### src/rtl/systolic_result_drain.sv
// systolic_result_drain
// Collects the SIZE x SIZE result matrix of the systolic array once every PE
// has finished. The snapshot is then streamed out one word per valid/ready
// handshake in row-major order, so the array can start the next product
// while the results drain.
module systolic_result_drain #(
  parameter int SIZE     = 4,
  parameter int I_BITS   = 8,
  parameter int O_BITS   = (I_BITS * 2) + $clog2(SIZE),
  parameter int IDX_BITS = $clog2(SIZE * SIZE)
) (
  input  logic                          i_clock,
  input  logic                          i_reset,
  input  logic [SIZE*SIZE*O_BITS-1:0]   i_c_full,
  input  logic [SIZE*SIZE-1:0]          i_finish,
  output logic [O_BITS-1:0]             o_data,
  output logic [IDX_BITS-1:0]           o_index,
  output logic                          o_valid,
  input  logic                          i_ready,
  output logic                          o_last,
  output logic                          o_busy,
  output logic                          o_overrun
);

  localparam int                  NUM_ELEM = SIZE * SIZE;
  localparam logic [IDX_BITS-1:0] LAST_IDX = IDX_BITS'(NUM_ELEM - 1);

  typedef enum logic [0:0] {
    IDLE  = 1'b0,
    DRAIN = 1'b1
  } state_t;

  state_t state_q;
  state_t state_d;

  // One O_BITS word per element, element k at index k (k = row*SIZE+col).
  logic [NUM_ELEM-1:0][O_BITS-1:0] snap_q;
  logic [IDX_BITS-1:0]             idx_q;
  logic                            all_fin_d;

  logic all_fin;
  logic cap;
  logic handshake;
  logic at_last;
  logic load;
  logic advance;
  logic set_overrun;

  // Capture fires only on the rising edge of full completion; partial finish
  // patterns keep all_fin low and are ignored.
  assign all_fin   = &i_finish;
  assign cap       = all_fin & ~all_fin_d;
  assign at_last   = (idx_q == LAST_IDX);
  assign handshake = (state_q == DRAIN) & i_ready;

  // Outputs come from registers only; i_ready never reaches them combinationally.
  assign o_valid = (state_q == DRAIN);
  assign o_busy  = (state_q == DRAIN);
  assign o_last  = (state_q == DRAIN) & at_last;
  assign o_index = idx_q;
  assign o_data  = snap_q[idx_q];

  // Edge detector for full completion; reset to 0 so an already-complete
  // array right after reset still produces a capture.
  // NOTE: sequential state uses non-blocking assignments so every register
  // samples pre-edge values regardless of block ordering.
  always_ff @(posedge i_clock or posedge i_reset) begin
    if (i_reset) all_fin_d <= 1'b0;
    else         all_fin_d <= all_fin;
  end

  // FSM state register.
  always_ff @(posedge i_clock or posedge i_reset) begin
    if (i_reset) state_q <= IDLE;
    else         state_q <= state_d;
  end

  // Next-state decode plus the load/advance/overrun strobes for the datapath.
  // NOTE: every signal driven here gets a default first, so no path through
  // the case can leave one unassigned and infer a latch.
  always_comb begin
    state_d     = state_q;
    load        = 1'b0;
    advance     = 1'b0;
    set_overrun = 1'b0;
    unique case (state_q)
      IDLE: begin
        if (cap) begin
          load    = 1'b1;
          state_d = DRAIN;
        end
      end
      DRAIN: begin
        if (handshake && !at_last) begin
          advance = 1'b1;
        end
        if (handshake && at_last) begin
          // A fresh result arriving exactly as the last word leaves is
          // taken back-to-back with no bubble.
          if (cap) load = 1'b1;
          else     state_d = IDLE;
        end
        if (cap && !(handshake && at_last)) begin
          // Snapshot is never touched mid-drain; the new result is dropped.
          set_overrun = 1'b1;
        end
      end
      default: state_d = IDLE;
    endcase
  end

  // Snapshot register, loaded only at capture time.
  // NOTE: this wide register is reset because the idle/reset value of o_data
  // is defined as 0; a pure datapath store would normally be left unreset.
  always_ff @(posedge i_clock or posedge i_reset) begin
    if (i_reset)   snap_q <= '0;
    else if (load) snap_q <= i_c_full;
  end

  // Element index: cleared on capture, stepped on each non-final handshake.
  always_ff @(posedge i_clock or posedge i_reset) begin
    if (i_reset)      idx_q <= '0;
    else if (load)    idx_q <= '0;
    else if (advance) idx_q <= idx_q + 1'b1;
  end

  // Sticky overrun flag; only reset clears it.
  always_ff @(posedge i_clock or posedge i_reset) begin
    if (i_reset)          o_overrun <= 1'b0;
    else if (set_overrun) o_overrun <= 1'b1;
  end

endmodule

### config.mk
export PLATFORM = sky130hd
export DESIGN_NAME = systolic_result_drain
export DESIGN_NICKNAME = d
export VERILOG_FILES = /design/src/rtl/systolic_result_drain.sv
export SDC_FILE = /design/constraint.sdc
export NUM_CORES = 1
export LEC_CHECK = 0
export ABC_AREA = 1
export CELL_PAD_IN_SITES_DETAIL_PLACEMENT = 1
export CELL_PAD_IN_SITES_GLOBAL_PLACEMENT = 2
export CORE_ASPECT_RATIO = 1.2
export CORE_UTILIZATION = 29
export DETAILED_ROUTE_END_ITERATION = 8
export GPL_ROUTABILITY_DRIVEN = 1
export PLACE_DENSITY = 0.79
export SKIP_CTS_REPAIR_TIMING = 1
export SLEW_MARGIN = 20
export SYNTH_ARGS = -nofsm -noshare
export SYNTH_HDL_FRONTEND = slang
export SYNTH_SLANG_ARGS = --single-unit
### constraint.sdc
create_clock -name i_clock -period 10.95 [get_ports i_clock]
set_input_delay 1.095 -clock i_clock [delete_from_list [all_inputs] [get_ports i_clock]]
set_output_delay 1.095 -clock i_clock [all_outputs]
set_load 0.05 [all_outputs]
==> metrics.txt <==
# TYPE chip_impl_metric gauge
chip_impl_metric{name="num_vias",unit=""} 15000
chip_impl_metric{name="clk_path_buf_depth",unit=""} 3
chip_impl_metric{name="final-hold-violation-count",unit=""} 0
chip_impl_info{name="setup.worst_path.class",value="reg -> out"} 1
chip_impl_metric{name="maximum_number_of_pins_on_one_net_before_global_route_repair",unit=""} 224
chip_impl_metric{name="synth_seq_cells",unit=""} 295
chip_impl_metric{name="fmax",unit="GHz"} 0.180
chip_impl_metric{name="area_delta_synth_final",unit="%"} 30.6
chip_impl_info{name="critPathCaptureType",value="output pin"} 1
chip_impl_metric{name="post_route_wl",unit="um"} 66200
chip_impl_metric{name="synth.cell_area",unit="um^2"} 15000
chip_impl_metric{name="synthesis.nets",unit=""} 2299
chip_impl_info{name="synth.most_common_cell",value="nand2_1"} 1
chip_impl_metric{name="post_synth_arst_share",unit="%"} 100
chip_impl_metric{name="tightest_slew",unit="ps"} 1140
chip_impl_metric{name="synth_edf_count",unit=""} 0
chip_impl_metric{name="totalNegativeSetupSlack",unit="ps"} 0
chip_impl_metric{name="viasPerCell",unit=""} 5.23
chip_impl_metric{name="timing.final.max_slew_violations",unit=""} 0
chip_impl_metric{name="post-synth-top-area-fraction",unit="%"} 49.3
chip_impl_metric{name="max-slew-margin-rel",unit="%"} 24.3
chip_impl_metric{name="drc",unit=""} 0
chip_impl_metric{name="leak",unit="nW"} 9.53
chip_impl_metric{name="final_min_period_over_clock_period",unit="%"} 50.7
chip_impl_metric{name="slowest_delay",unit="ps"} 830
chip_impl_info{name="critical_path.slowest_cell",value="clkdlybuf4s50_1"} 1
chip_impl_metric{name="drtPass1Iterations",unit=""} 5
chip_impl_metric{name="globalplace.congestion",unit=""} 0.842
chip_impl_metric{name="fp.coreArea",unit="um^2"} 50700
chip_impl_info{name="grt_setup_unrepaired",value="no"} 1
chip_impl_metric{name="htreeDepth",unit=""} 2
chip_impl_info{name="synth_area_leaders",value="dfrtp_1 49%, nand2_1 21%, nand4_1 12%"} 1
chip_impl_metric{name="hpwlAfterDp",unit="um"} 46300
chip_impl_info{name="setup.worst_path.start_class",value="register"} 1
chip_impl_metric{name="grt_pass1_wl",unit="um"} 100000
chip_impl_metric{name="synth_area_per_cell",unit="um^2"} 7.53
chip_impl_info{name="cts_tree",value="built"} 1
chip_impl_metric{name="worst_clock_skew",unit="ps"} 32.3
chip_impl_metric{name="worst-r2r-setup-slack",unit="ps"} 6690
chip_impl_metric{name="path_buf_inv",unit=""} 3
chip_impl_info{name="class_of_the_most_critical_hold_timing_path",value="reg -> reg"} 1
chip_impl_info{name="cp_top_family",value="buffers and inverters"} 1
chip_impl_metric{name="worst_setup_hold_path_clk_slew",unit="ps"} 60
chip_impl_info{name="cts_root_buf",value="clkbuf_16"} 1
chip_impl_info{name="synth-main-ff-cell",value="dfrtp_1"} 1
chip_impl_metric{name="synth-seq-area-share",unit="%"} 49.3
chip_impl_metric{name="final_antenna_net_count",unit=""} 0
chip_impl_metric{name="finalWorstPathRequiredPeriod",unit="ps"} 5550
chip_impl_metric{name="worstPathMaxFanout",unit=""} 88
chip_impl_metric{name="cts-buffers-inserted",unit=""} 36
chip_impl_metric{name="worst_hold_slack",unit="ps"} 469
chip_impl_metric{name="post_synth_num_cell_types",unit=""} 21
chip_impl_metric{name="worstPathRequired",unit="ps"} 9860
chip_impl_metric{name="antennaDiodeCount",unit=""} 0
chip_impl_metric{name="std_cell_rows",unit=""} 90
chip_impl_metric{name="initial_core_util",unit="%"} 29.6
chip_impl_metric{name="syn_inst",unit=""} 1991
chip_impl_metric{name="finish.net_count",unit=""} 2504
chip_impl_metric{name="tritoncts_num_sinks",unit=""} 295
chip_impl_metric{name="chipWidth",unit="um"} 209
chip_impl_metric{name="grt_antenna_before_repair",unit=""} 6
chip_impl_metric{name="grt_overflow_total",unit=""} 0
chip_impl_metric{name="vdd_ir_drop_max",unit="V"} 0.0000941
chip_impl_metric{name="critical_path_arrival",unit="ps"} 4460
chip_impl_metric{name="dieHeight",unit="um"} 251
chip_impl_metric{name="numPortBuffers",unit=""} 332
chip_impl_metric{name="first_global_vias",unit=""} 15600
chip_impl_metric{name="fillCellCount",unit=""} 6125
chip_impl_metric{name="design.die.area",unit="um^2"} 52600
chip_impl_metric{name="clock_insertion_delay_worst_skew",unit="ps"} 540
chip_impl_metric{name="pwr_density_cell",unit="nW/um^2"} 125
chip_impl_metric{name="grt_usage",unit="%"} 25.2
chip_impl_info{name="synth_top_cells_by_count",value="828 x nand2_1, 295 x dfrtp_1, 288 x nand4_1"} 1
chip_impl_metric{name="setup_violations",unit=""} 0
chip_impl_metric{name="area.sequential",unit="um^2"} 7390
chip_impl_info{name="synth_area_leader_cell",value="dfrtp_1"} 1
chip_impl_info{name="cp_cell_sequence",value="inv_4 > buf_4 > nor2_1 > nor2_1 > o21ai_0 > nand3_1 > nand2_1 > nand2_1 > clkdlybuf4s50_1"} 1
chip_impl_metric{name="multi_input_comb_area",unit="um^2"} 6670
chip_impl_metric{name="post_route_cells_drive_above_1_share",unit="%"} 3.47
chip_impl_metric{name="drt_iter0_markers",unit=""} 1200
chip_impl_info{name="outcome",value="complete, no violations"} 1
chip_impl_metric{name="boundary_pins",unit=""} 333
chip_impl_metric{name="yosys_warnings",unit=""} 0
chip_impl_metric{name="maxCapViolCount",unit=""} 0
chip_impl_metric{name="detail_route.wl_per_cell",unit="um"} 23.1
through the flow:
step | area (um^2) | power, mW | std cells | util [%] | worst slack, ps
2_1_floorplan | 15000 | 1.14 | 1991 | - | 1710
5_1_grt | 19600 | 2.51 | 2863 | 38.6 | 5230
4_1_cts | 19600 | 2.47 | 2863 | 38.6 | 5480
6_report | 19600 | 2.45 | 2863 | 38.6 | 5400
3_3_place_gp | 18400 | 1.27 | 2802 | 36.3 | 6000
3_5_place_dp | 18400 | 1.27 | 2802 | 36.3 | 5980
layer usage:
layer | vias up | part of all wire, % | GRT usage [%]
li1 | 7034 | - | -
met1 | 7420 | 45 | 34.8
met2 | 412 | 47 | 40.0
met3 | 101 | 5.6 | 4.27
met4 | 12 | 2.9 | 7.67
met5 | - | 0.13 | 0
cell families after synthesis:
| kind of cell | Yosys count | share of synthesized area, % |
|---|---|---|
| simple gates | 1368 | 39.7 |
| flops | 295 | 49.3 |
| buf+inv | 196 | 6.46 |
| compound gates | 130 | 4.38 |
| xor+xnor | 1 | 0.0585 |
| fa+ha+maj | 1 | 0.0835 |
power breakdown:
part	switching [mW]	internal, mW
registers	0.00164	1.09
clock network	0.487	0.706
logic	0.0593	0.100
flip-flops by register name (all words and copies together) (netlist names):
register,flops
all_fin_d,1
o_index,4
snap_q,288
o_busy,1
o_overrun,1
final cells by class:
class | count | area share [%]
sequential | 295 | 37.8
multi-input combinational | 1500 | 34.1
timing repair buffer | 346 | 17.8
clock buffer | 51 | 5.31
tap | 644 | 4.12
clock inverter | 10 | 0.563
inverter | 17 | 0.416
cell usage in the layout (no fill, tap or decap), drive strengths merged:
cell type / netlist / layout
ha: 1 / 1
dfrtp: 295 / 295
clkinvlp: 0 / 4
clkbuf: 59 / 51
a21oi: 54 / 54
nor2: 175 / 175
nand3: 76 / 76
o21ai: 75 / 75
o21bai: 1 / 1
clkdlybuf4s50: 0 / 332
inv: 14 / 14
nand4: 288 / 288
clkinv: 3 / 7
bufinv: 0 / 2
nand2: 829 / 829
xor2: 1 / 1
buf: 120 / 14
tightest hold or removal path: stages (launching register included):
cell and delay (ps):
dfrtp_1 340, nand2_1 60, nand2_1 50
final timing paths:
path	depth (start not counted)	endpoint	startpoint
worst max register to register	7	snap_q[21]	o_index[1]
max in group asynchronous	4	snap_q[159]	i_reset
worst min-delay path	2	snap_q[204]	snap_q[204]
worst max-delay path	9	o_data[12]	o_index[0]
worst min register to register	2	snap_q[204]	snap_q[204]
min in group asynchronous	2	snap_q[277]	i_reset
Note: power is estimated with default switching activity, not from simulation.
